===== config.mk =====
export PLATFORM = sky130hd
export DESIGN_NAME = sequence_detector
export DESIGN_NICKNAME = d
export VERILOG_FILES = /design/src/rtl/sequence_pkg.sv /design/src/rtl/sample_slicer.sv /design/src/rtl/sequence_detector.sv
export SDC_FILE = /design/constraint.sdc
export NUM_CORES = 1
export LEC_CHECK = 0
export BUFFER_PORTS_ARGS = -buffer_cell sky130_fd_sc_hd__buf_2
export CAP_MARGIN = 20
export CORE_MARGIN = 2
export CORE_UTILIZATION = 45
export CTS_BUF_LIST = sky130_fd_sc_hd__clkbuf_4
export DETAILED_ROUTE_END_ITERATION = 6
export PLACE_DENSITY = 0.66
export SYNTH_ARGS = -nofsm -noshare
export SYNTH_HDL_FRONTEND = slang
export SYNTH_SLANG_ARGS = --single-unit

===== constraint.sdc =====
create_clock -name clock -period 1.8 [get_ports clock]
set_clock_uncertainty 0.1 [all_clocks]
set_input_delay 0 -clock clock [delete_from_list [all_inputs] [get_ports clock]]
set_output_delay 0 -clock clock [all_outputs]
set_load 0.02 [all_outputs]

===== src/rtl/sequence_pkg.sv =====
// rtl/sequence_pkg.sv - shared constants and FSM state type for the sequence detector
package sequence_pkg;

    localparam logic [7:0] SEQ_IDENTIFIER = 8'hA5;
    localparam int         SEQ_WIDTH      = 32;
    localparam int         ID_WIDTH       = 8;
    localparam logic [9:0] SLICE_MID      = 10'd512;

    typedef enum logic [1:0] {
        ST_IDLE,
        ST_RECEIVE,
        ST_CHECK,
        ST_DONE
    } seq_state_t;

endpackage


===== src/rtl/sample_slicer.sv =====
// rtl/sample_slicer.sv - slices one decoded sample against mid-scale; exactly mid-scale is illegal
module sample_slicer
    import sequence_pkg::*;
(
    input  logic [9:0] i_sample,
    output logic       o_bit,
    output logic       o_illegal
);

    assign o_bit     = (i_sample > SLICE_MID);
    assign o_illegal = (i_sample == SLICE_MID);

endmodule


===== src/rtl/sequence_detector.sv =====
// rtl/sequence_detector.sv - recovers and checks the {identifier, sequence} word from sliced samples
// Optional 2-of-3 majority slicing around the sample phase: SEQ_DETECT_MAJORITY_EN
module sequence_detector
    import sequence_pkg::*;
#(
    parameter int BIT_CLOCKS   = 36,
    parameter int SAMPLE_PHASE = 17,
    parameter int NUM_BITS     = 40
) (
    input  logic                 clock,
    input  logic                 reset_n,
    input  logic                 enable,
    input  logic [9:0]           sample_in,
    output logic [SEQ_WIDTH-1:0] sequence_out,
    output logic                 sequence_valid,
    output logic                 id_error,
    output logic                 slice_error,
    output logic                 busy
);

    localparam int PW = $clog2(BIT_CLOCKS);
    localparam int BW = $clog2(NUM_BITS);
    localparam logic [PW-1:0] LP_PH_LAST  = PW'(BIT_CLOCKS - 1);
    localparam logic [BW-1:0] LP_BIT_LAST = BW'(NUM_BITS - 1);

    logic w_bit;
    logic w_illegal;

`ifdef SEQ_DETECT_MAJORITY_EN
    // Early and centre samples are held raw so all three are sliced together at the late phase.
    localparam logic [PW-1:0] LP_PH_EARLY  = PW'(SAMPLE_PHASE - 1);
    localparam logic [PW-1:0] LP_PH_CENTRE = PW'(SAMPLE_PHASE);
    localparam logic [PW-1:0] LP_PH_SLICE  = PW'(SAMPLE_PHASE + 1);
    localparam logic [PW-1:0] LP_PH_COMMIT = PW'(SAMPLE_PHASE + 2);

    logic [9:0] r_samp_early;
    logic [9:0] r_samp_centre;
    logic       w_bit_e, w_bit_c, w_bit_l;
    logic       w_ill_e, w_ill_c, w_ill_l;

    sample_slicer u_slice_early  (.i_sample(r_samp_early),  .o_bit(w_bit_e), .o_illegal(w_ill_e));
    sample_slicer u_slice_centre (.i_sample(r_samp_centre), .o_bit(w_bit_c), .o_illegal(w_ill_c));
    sample_slicer u_slice_late   (.i_sample(sample_in),     .o_bit(w_bit_l), .o_illegal(w_ill_l));

    assign w_bit     = (w_bit_e & w_bit_c) | (w_bit_e & w_bit_l) | (w_bit_c & w_bit_l);
    assign w_illegal = w_ill_e | w_ill_c | w_ill_l;
`else
    localparam logic [PW-1:0] LP_PH_SLICE  = PW'(SAMPLE_PHASE);
    localparam logic [PW-1:0] LP_PH_COMMIT = PW'(SAMPLE_PHASE + 1);

    sample_slicer u_slice (.i_sample(sample_in), .o_bit(w_bit), .o_illegal(w_illegal));
`endif

    seq_state_t           r_state;
    logic [PW-1:0]        r_phase;
    logic [BW-1:0]        r_bitcnt;
    logic [NUM_BITS-1:0]  r_shift;
    logic                 r_bit;
    logic                 r_illegal;
    logic [SEQ_WIDTH-1:0] r_seq;
    logic                 r_valid;
    logic                 r_id_err;
    logic                 r_slice_err;
    logic                 r_busy;

    always_ff @(posedge clock or negedge reset_n) begin
        if (!reset_n) begin
            r_state     <= ST_IDLE;
            r_phase     <= '0;
            r_bitcnt    <= '0;
            r_shift     <= '0;
            r_bit       <= 1'b0;
            r_illegal   <= 1'b0;
            r_seq       <= '0;
            r_valid     <= 1'b0;
            r_id_err    <= 1'b0;
            r_slice_err <= 1'b0;
            r_busy      <= 1'b0;
`ifdef SEQ_DETECT_MAJORITY_EN
            r_samp_early  <= '0;
            r_samp_centre <= '0;
`endif
        end else begin
            r_valid     <= 1'b0;
            r_id_err    <= 1'b0;
            r_slice_err <= 1'b0;
            case (r_state)
                ST_IDLE: begin
                    if (enable) begin
                        r_state  <= ST_RECEIVE;
                        r_phase  <= PW'(1);
                        r_bitcnt <= '0;
                        r_shift  <= '0;
                        r_busy   <= 1'b1;
                    end
                end
                ST_RECEIVE: begin
                    if (!enable) begin
                        r_state <= ST_IDLE;
                        r_busy  <= 1'b0;
                    end else begin
                        if (r_phase == LP_PH_LAST) begin
                            r_phase  <= '0;
                            r_bitcnt <= r_bitcnt + BW'(1);
                        end else begin
                            r_phase <= r_phase + PW'(1);
                        end
`ifdef SEQ_DETECT_MAJORITY_EN
                        if (r_phase == LP_PH_EARLY)  r_samp_early  <= sample_in;
                        if (r_phase == LP_PH_CENTRE) r_samp_centre <= sample_in;
`endif
                        if (r_phase == LP_PH_SLICE) begin
                            r_bit     <= w_bit;
                            r_illegal <= w_illegal;
                        end
                        // An illegal slice abandons the word; DONE then waits for enable to fall.
                        if (r_phase == LP_PH_COMMIT) begin
                            if (r_illegal) begin
                                r_slice_err <= 1'b1;
                                r_state     <= ST_DONE;
                                r_busy      <= 1'b0;
                            end else begin
                                r_shift <= {r_shift[NUM_BITS-2:0], r_bit};
                                if (r_bitcnt == LP_BIT_LAST) r_state <= ST_CHECK;
                            end
                        end
                    end
                end
                ST_CHECK: begin
                    if (r_shift[NUM_BITS-1 -: ID_WIDTH] == SEQ_IDENTIFIER) begin
                        r_seq   <= r_shift[SEQ_WIDTH-1:0];
                        r_valid <= 1'b1;
                    end else begin
                        r_id_err <= 1'b1;
                    end
                    r_state <= ST_DONE;
                    r_busy  <= 1'b0;
                end
                ST_DONE: begin
                    if (!enable) r_state <= ST_IDLE;
                end
                default: r_state <= ST_IDLE;
            endcase
        end
    end

    assign sequence_out   = r_seq;
    assign sequence_valid = r_valid;
    assign id_error       = r_id_err;
    assign slice_error    = r_slice_err;
    assign busy           = r_busy;

endmodule


==> Word-level counts from Yosys, hierarchy flattened <==
Cells that the tools add are included.
{ "word_totals": {"ff_bits": 92, "elab_cells": 75, "output_inout_bits": 36} }
{ "op_classes": {"muxes": 33, "n_eq_ne": 18, "n_reduce_logical": 10, "add_sub_neg": 2, "n_lt_le_gt_ge": 1} }
{ "ops": {"columns": ["operator", "count"], "rows": [
  ["40-bit two-way mux", 4],
  ["40-bit one-hot mux with 2 select lines", 1],
  ["6-bit two-way mux", 6],
  ["6-bit one-hot mux with 2 select lines", 2],
  ["6-bit by 1-bit adder with 6-bit output, second input constant", 2],
  ["6-bit by 5-bit equality test with 1-bit output, second input constant", 2],
  ["6-bit equality test, second input constant", 2],
  ["1-bit two-way mux", 12],
  ["2-bit two-way mux", 6],
  ["2-bit inequality test, second input constant", 6],
  ["4-bit AND reduction", 3],
  ["10-bit equality test, second input constant", 1],
  ["10-bit greater-than comparator, second input constant", 1],
  ["8-bit equality test, second input constant", 1],
  ["2-bit one-hot mux with 4 select lines", 1],
  ["3-bit inequality test, second input constant", 2],
  ["3-bit AND reduction", 2],
  ["5-bit AND reduction", 1],
  ["2-bit equality test, second input constant", 2],
  ["4-bit inequality test, second input constant", 1],
  ["1-bit one-hot mux with 3 select lines", 1],
  ["3-bit nonzero test", 1],
  ["2-bit by 1-bit equality test with 1-bit output, second input constant", 1],
  ["2-bit zero test", 1],
  ["other kinds (2)", 2]
]} }

==> Longest topological paths before layout <==
{ "depth": {"ltp_word": 6, "ltp_mapped": 8, "depth_no_buf": 6} }

==> Cells and area by module <==
A second synthesis with hierarchy kept.
{ "hier_totals": {"hier_cells": 297, "area_unflattened_um2": 4027.6} }
{ "modules_own_cells": {"columns": ["mod", "cells_per_inst", "n_inst", "seq_area_each_um2", "area_each_um2"], "rows": [
  ["sequence_detector", 291, 1, 2302.2, 3980.1],
  ["sample_slicer", 6, 1, 0.0, 47.5]
]} }

==> Worst setup path before layout <==
Ideal clock, no wire load.
{ "synth_timing": {"path_type": "register to register", "startpoint": "register r_state[0]", "endpoint": "register r_shift[21]", "period_less_slack_ps": 1902, "stages_incl_launch_ff": 8, "arrival_ps": 1736, "setup_ps": 66, "slack_ps": -102, "path_cell_list": "dfrtp_1 inv_1 ha_1 clkbuf_1 o21ai_1 buf_2 buf_2 a22o_1"} }
{ "synth_between": {"elab_chain_cells": 3, "word_cells_on_any_way": 9, "cone_classes": "eq/ne (5); mux (1); reduce/logical (3)"} }
{ "synth_rtl": {"columns": ["item", "line_no", "rtl"], "rows": [
  ["start: declaration", "sequence_detector.sv:54", "seq_state_t r_state;"],
  ["start signal: assignment", "sequence_detector.sv:68", "r_state <= ST_IDLE;"],
  ["start signal: assignment", "sequence_detector.sv:90", "r_state <= ST_RECEIVE;"],
  ["start signal: assignment", "sequence_detector.sv:99", "r_state <= ST_IDLE;"],
  ["2-bit by 1-bit equality test with 1-bit output or 2-bit zero test (tied branches)", "sequence_detector.sv:87", "case (r_state)"],
  ["2-bit inequality test (no source line) or 2-bit nonzero test (tied branches)", null, null],
  ["5-bit AND reduction (no source line)", null, null],
  ["end signal: assignment", "sequence_detector.sv:123", "r_shift <= {r_shift[NUM_BITS-2:0], r_bit};"],
  ["end: declaration", "sequence_detector.sv:57", "logic [NUM_BITS-1:0] r_shift;"]
]} }
Several ways; a longest one is shown, not always the timed one.
A chain may end at the register's enable or synchronous reset.

==> Worst setup path after layout <==
{ "layout_timing": {"startpoint": "register r_phase[3]", "endpoint": "register r_busy, in the netlist busy"} }
{ "layout_between": {"elab_chain_cells": 3} }
{ "layout_rtl": {"columns": ["item", "line_no", "rtl"], "rows": [
  ["start: declaration", "sequence_detector.sv:55", "logic [PW-1:0] r_phase;"],
  ["start signal: assignment", "sequence_detector.sv:106", "r_phase <= r_phase + PW'(1);"],
  ["6-bit by 5-bit equality test with 1-bit output", "sequence_detector.sv:117", "if (r_phase == LP_PH_COMMIT) begin"],
  ["3-bit inequality test (no source line)", null, null],
  ["4-bit AND reduction (no source line)", null, null],
  ["end signal: assignment", "sequence_detector.sv:100", "r_busy <= 1'b0;"],
  ["end signal: assignment", "sequence_detector.sv:121", "r_busy <= 1'b0;"],
  ["end signal: assignment", "sequence_detector.sv:137", "r_busy <= 1'b0;"],
  ["end: declaration", "sequence_detector.sv:64", "logic r_busy;"]
]} }
Every way passes these cells.

==> summary.md <==
| Metric | Value |
|---|---|
| First-pass GRT wire length | `15700 µm` |
| ANT cells | `0` |
| DIE HEIGHT | `105 µm` |
| Detail Route met2 WL | `4430 µm` |
| Grt total ovfl | `0` |
| DIE WIDTH | `105 µm` |
| Reg2reg path depth | `5` |
| Largest net degree at the start of global routing | `about 40` |
| # rows | `36` |
| Number of global-route vias before repair | `roughly 3300` |
| Worst path required time | `roughly 2.1 ns` |
| Final period util | `97.7%` |
| Met3 wire length | `281 µm` |
| Post-synth EDFFs | `0` |
| Reg2reg start | `r_phase[3]` |
| Ports | `49` |
| WP data arrival | `2.02 ns` |
| Initial antenna violation count | `0` |
| Pre-CTS WS | `-0.0497 ns` |
| Final Max Tran Viols | `0` |
| Crit. Startpoint | `r_phase[3]` |
| # port buffers | `48` |
| Endpoints failing hold | `0` |
| Top sig layer | `met4` |
| Slew headroom | `between 70% and 80%` |
| Fin nets | `505` |
| Worst setup EP type | `flop` |
| Vias/cell | `5.26` |
| Num CTS Buffers | `9` |
| GPL Wtd Cong | `0.823` |
| Most frequent cells in the layout | `89 x dfrtp_1, 47 x nand2_1, 47 x a22o_1, 47 x buf_2, 45 x inv_1` |
| WL per Instance | `14.6 µm` |
| Die footprint | `11000 µm²` |
| Clock transition at path regs | `0.14 ns` |
| Yosys warning count | `0` |
| # H-tree levels | `3` |
| Setup ws final | `0.0419 ns` |
| Core Area | `9820 µm²` |
| Finish-stage setup viols | `0` |
| Clk sinks | `just over 90` |
| VDD IR-drop max | `0.583 mV` |
| Ys flop type | `dfrtp_1` |
| Clk Latency, worst-skew pair | `~0.44 ns` |
| F_max | `0.569 GHz` |
| Hpwl dp | `between 6000 and 7000 µm` |
| Reg-to-reg endpoint | `busy` |
| Sequential area share after synthesis | `50.4%` |
| Worst Setup EP | `busy` |
| Post-Synthesis Cells | `411` |
| HP Class | `primary input to flop` |
| GRT Total Usage | `17.4%` |
| Hold WS | `0.0387 ns` |
| Seq cells post-synth | `between 90 and 100` |
| Unique masters post-synth | `36` |
| CTS tree | `built` |
| Status | `finished, final reports clean` |
| Reg area | `2310 µm²` |
| DRT antenna net count | `0` |
| Most common cell after layout, fill and taps aside | `dfrtp_1` |
| RSZ-0062 raised after global routing | `yes` |
| Initial Util | `between 40% and 50%` |
| Syn-to-layout area delta | `20.8%` |
| Multi-input logic area | `2040 µm²` |
| CP startpoint kind | `flop` |
| Post-Syn Area | `4570 µm²` |
| Net Count, Synth | `432` |
| Detailed-route via count | `3269` |
| Fill cell count | `892` |
| Crit path time final | `about 1.8 ns` |
| Crit Path Class | `flop to flop` |
| Wire length on met1 | `4250 µm` |
| Proportion of layout cells with a drive suffix above 1 | `31.7%` |
| Pwr/cell area | `approximately 870 nW/µm²` |
| WL final | `9060 µm` |
| DRC | `0` |
| Asr flop ratio synth | `100%` |
| Initial DRC Count | `174` |
| CP Max Fanout | `5` |
| CTS Buffer Depth | `2` |
| Reg2Reg Setup Slack | `0.04 ns` |
| Average size of a mapped cell | `between 10 and 15 µm²` |
| Max_cap viols | `0` |
| Slew @ Worst Pin | `0.373 ns` |
| Pre-antenna DRT Iters | `4` |
| LEAKAGE | `just under 3 nW` |
| Root Buffer | `clkbuf_4` |
-- power by group --
part | switching, W | internal [W] | leakage, nW | total, W
clock network | 0.000751 | 0.000585 | 0.0891 | 0.00134
registers | 0.000108 | 0.00214 | 1.27 | 0.00225
logic | 0.000710 | 0.000504 | 1.54 | 0.00121
total | 0.00157 | 0.00323 | 2.89 | 0.00480
-- worst max-delay path, cell delays in order, from the launching register on --
cell	delay, ns
dfrtp_2	0.49
nor4b_4	0.30
buf_4	0.16
nand3_1	0.14
a221oi_2	0.30
mux2i_1	0.21
-- sequential cells by signal (all words and copies together) (netlist names), named ones only --
| name | cells |
|---|---|
| r_illegal | 1 |
| r_bitcnt | 6 |
| sequence_valid | 1 |
| sequence_out | 32 |
| r_bit | 1 |
| r_shift | 40 |
| slice_error | 1 |
| busy | 1 |
| r_state | 1 |
| r_phase | 6 |
| id_error | 1 |
-- per-layer routing --
layer,track usage [%],vias to the layer above
met5,0,-
met4,4.57,0
met3,3.81,9
met2,28.8,44
met1,23.3,1640
li1,-,1576
-- repair_timing --
action | in CTS | in global routing
hold buffers | 7 | 0
hold endpoints to repair | 101 | 0
pin swaps | 1 | 4
setup buffers | 3 | 1
endpoints found under the setup margin | 7 | 75
resized for setup | 4 | 14
-- synth_stat cells, drive strengths merged, types with 5 or more instances --
| cell type | number | area [µm²] |
|---|---|---|
| nand2 | 47 | 176 |
| a22o | 47 | 412 |
| buf | 12 | 73.8 |
| nand3 | 8 | 40.0 |
| ha | 8 | 100 |
| nor2 | 8 | 30.0 |
| inv | 48 | 180 |
| dfrtp | 92 | 2300 |
| a21oi | 5 | 25.0 |
| clkbuf | 14 | 52.6 |
| mux2i | 43 | 430 |
| mux2 | 38 | 428 |
-- worst min path at each step --
stage	start	end	slack (ns)	depth (start not counted)
2_1_floorplan	reset_n	asynchronous set/reset pin	-0.40	0
3_3_place_gp	reset_n	sequence_out[3]	-0.12	1
3_5_place_dp	reset_n	sequence_out[3]	-0.12	1
4_1_cts	sample_in[6]	r_illegal	0.008	4
5_1_grt	sample_in[6]	r_illegal	0.03	4
6_report	sample_in[6]	r_illegal	0.04	4
-- metrics by stage --
step	power, W	TNS, ns	instance area, µm²	std cells	util, %
floorplan	0.00289	0	4580	411	-
global placement	0.00330	0	5160	595	52.6
detailed placement	0.00332	-0.155	5160	595	52.6
CTS	0.00475	-0.00115	5450	621	55.5
global route	0.00507	-0.0967	5520	622	56.2
finish	0.00480	0	5520	622	56.2
-- cell type report --
class | instances | area share [%]
tap | 133 | 3.01
clock buffer | 9 | 1.22
clock inverter | 7 | 1.90
timing repair buffer | 88 | 11.8
inverter | 48 | 3.31
multi-input combinational | 245 | 37.0
sequential | 92 | 41.8
-- cell families (layout without fill, tap and decap cells) --
group	count (synthesis)	after routing	synth area share, %
compound gates	69	69	12.4
xor+xnor	2	2	0.383
fa+ha+maj	8	8	2.19
buf+inv	74	152	6.71
flops	92	92	50.4
mux	81	81	18.8
simple gates	85	85	9.20
Power figures use the tool's default switching activity.
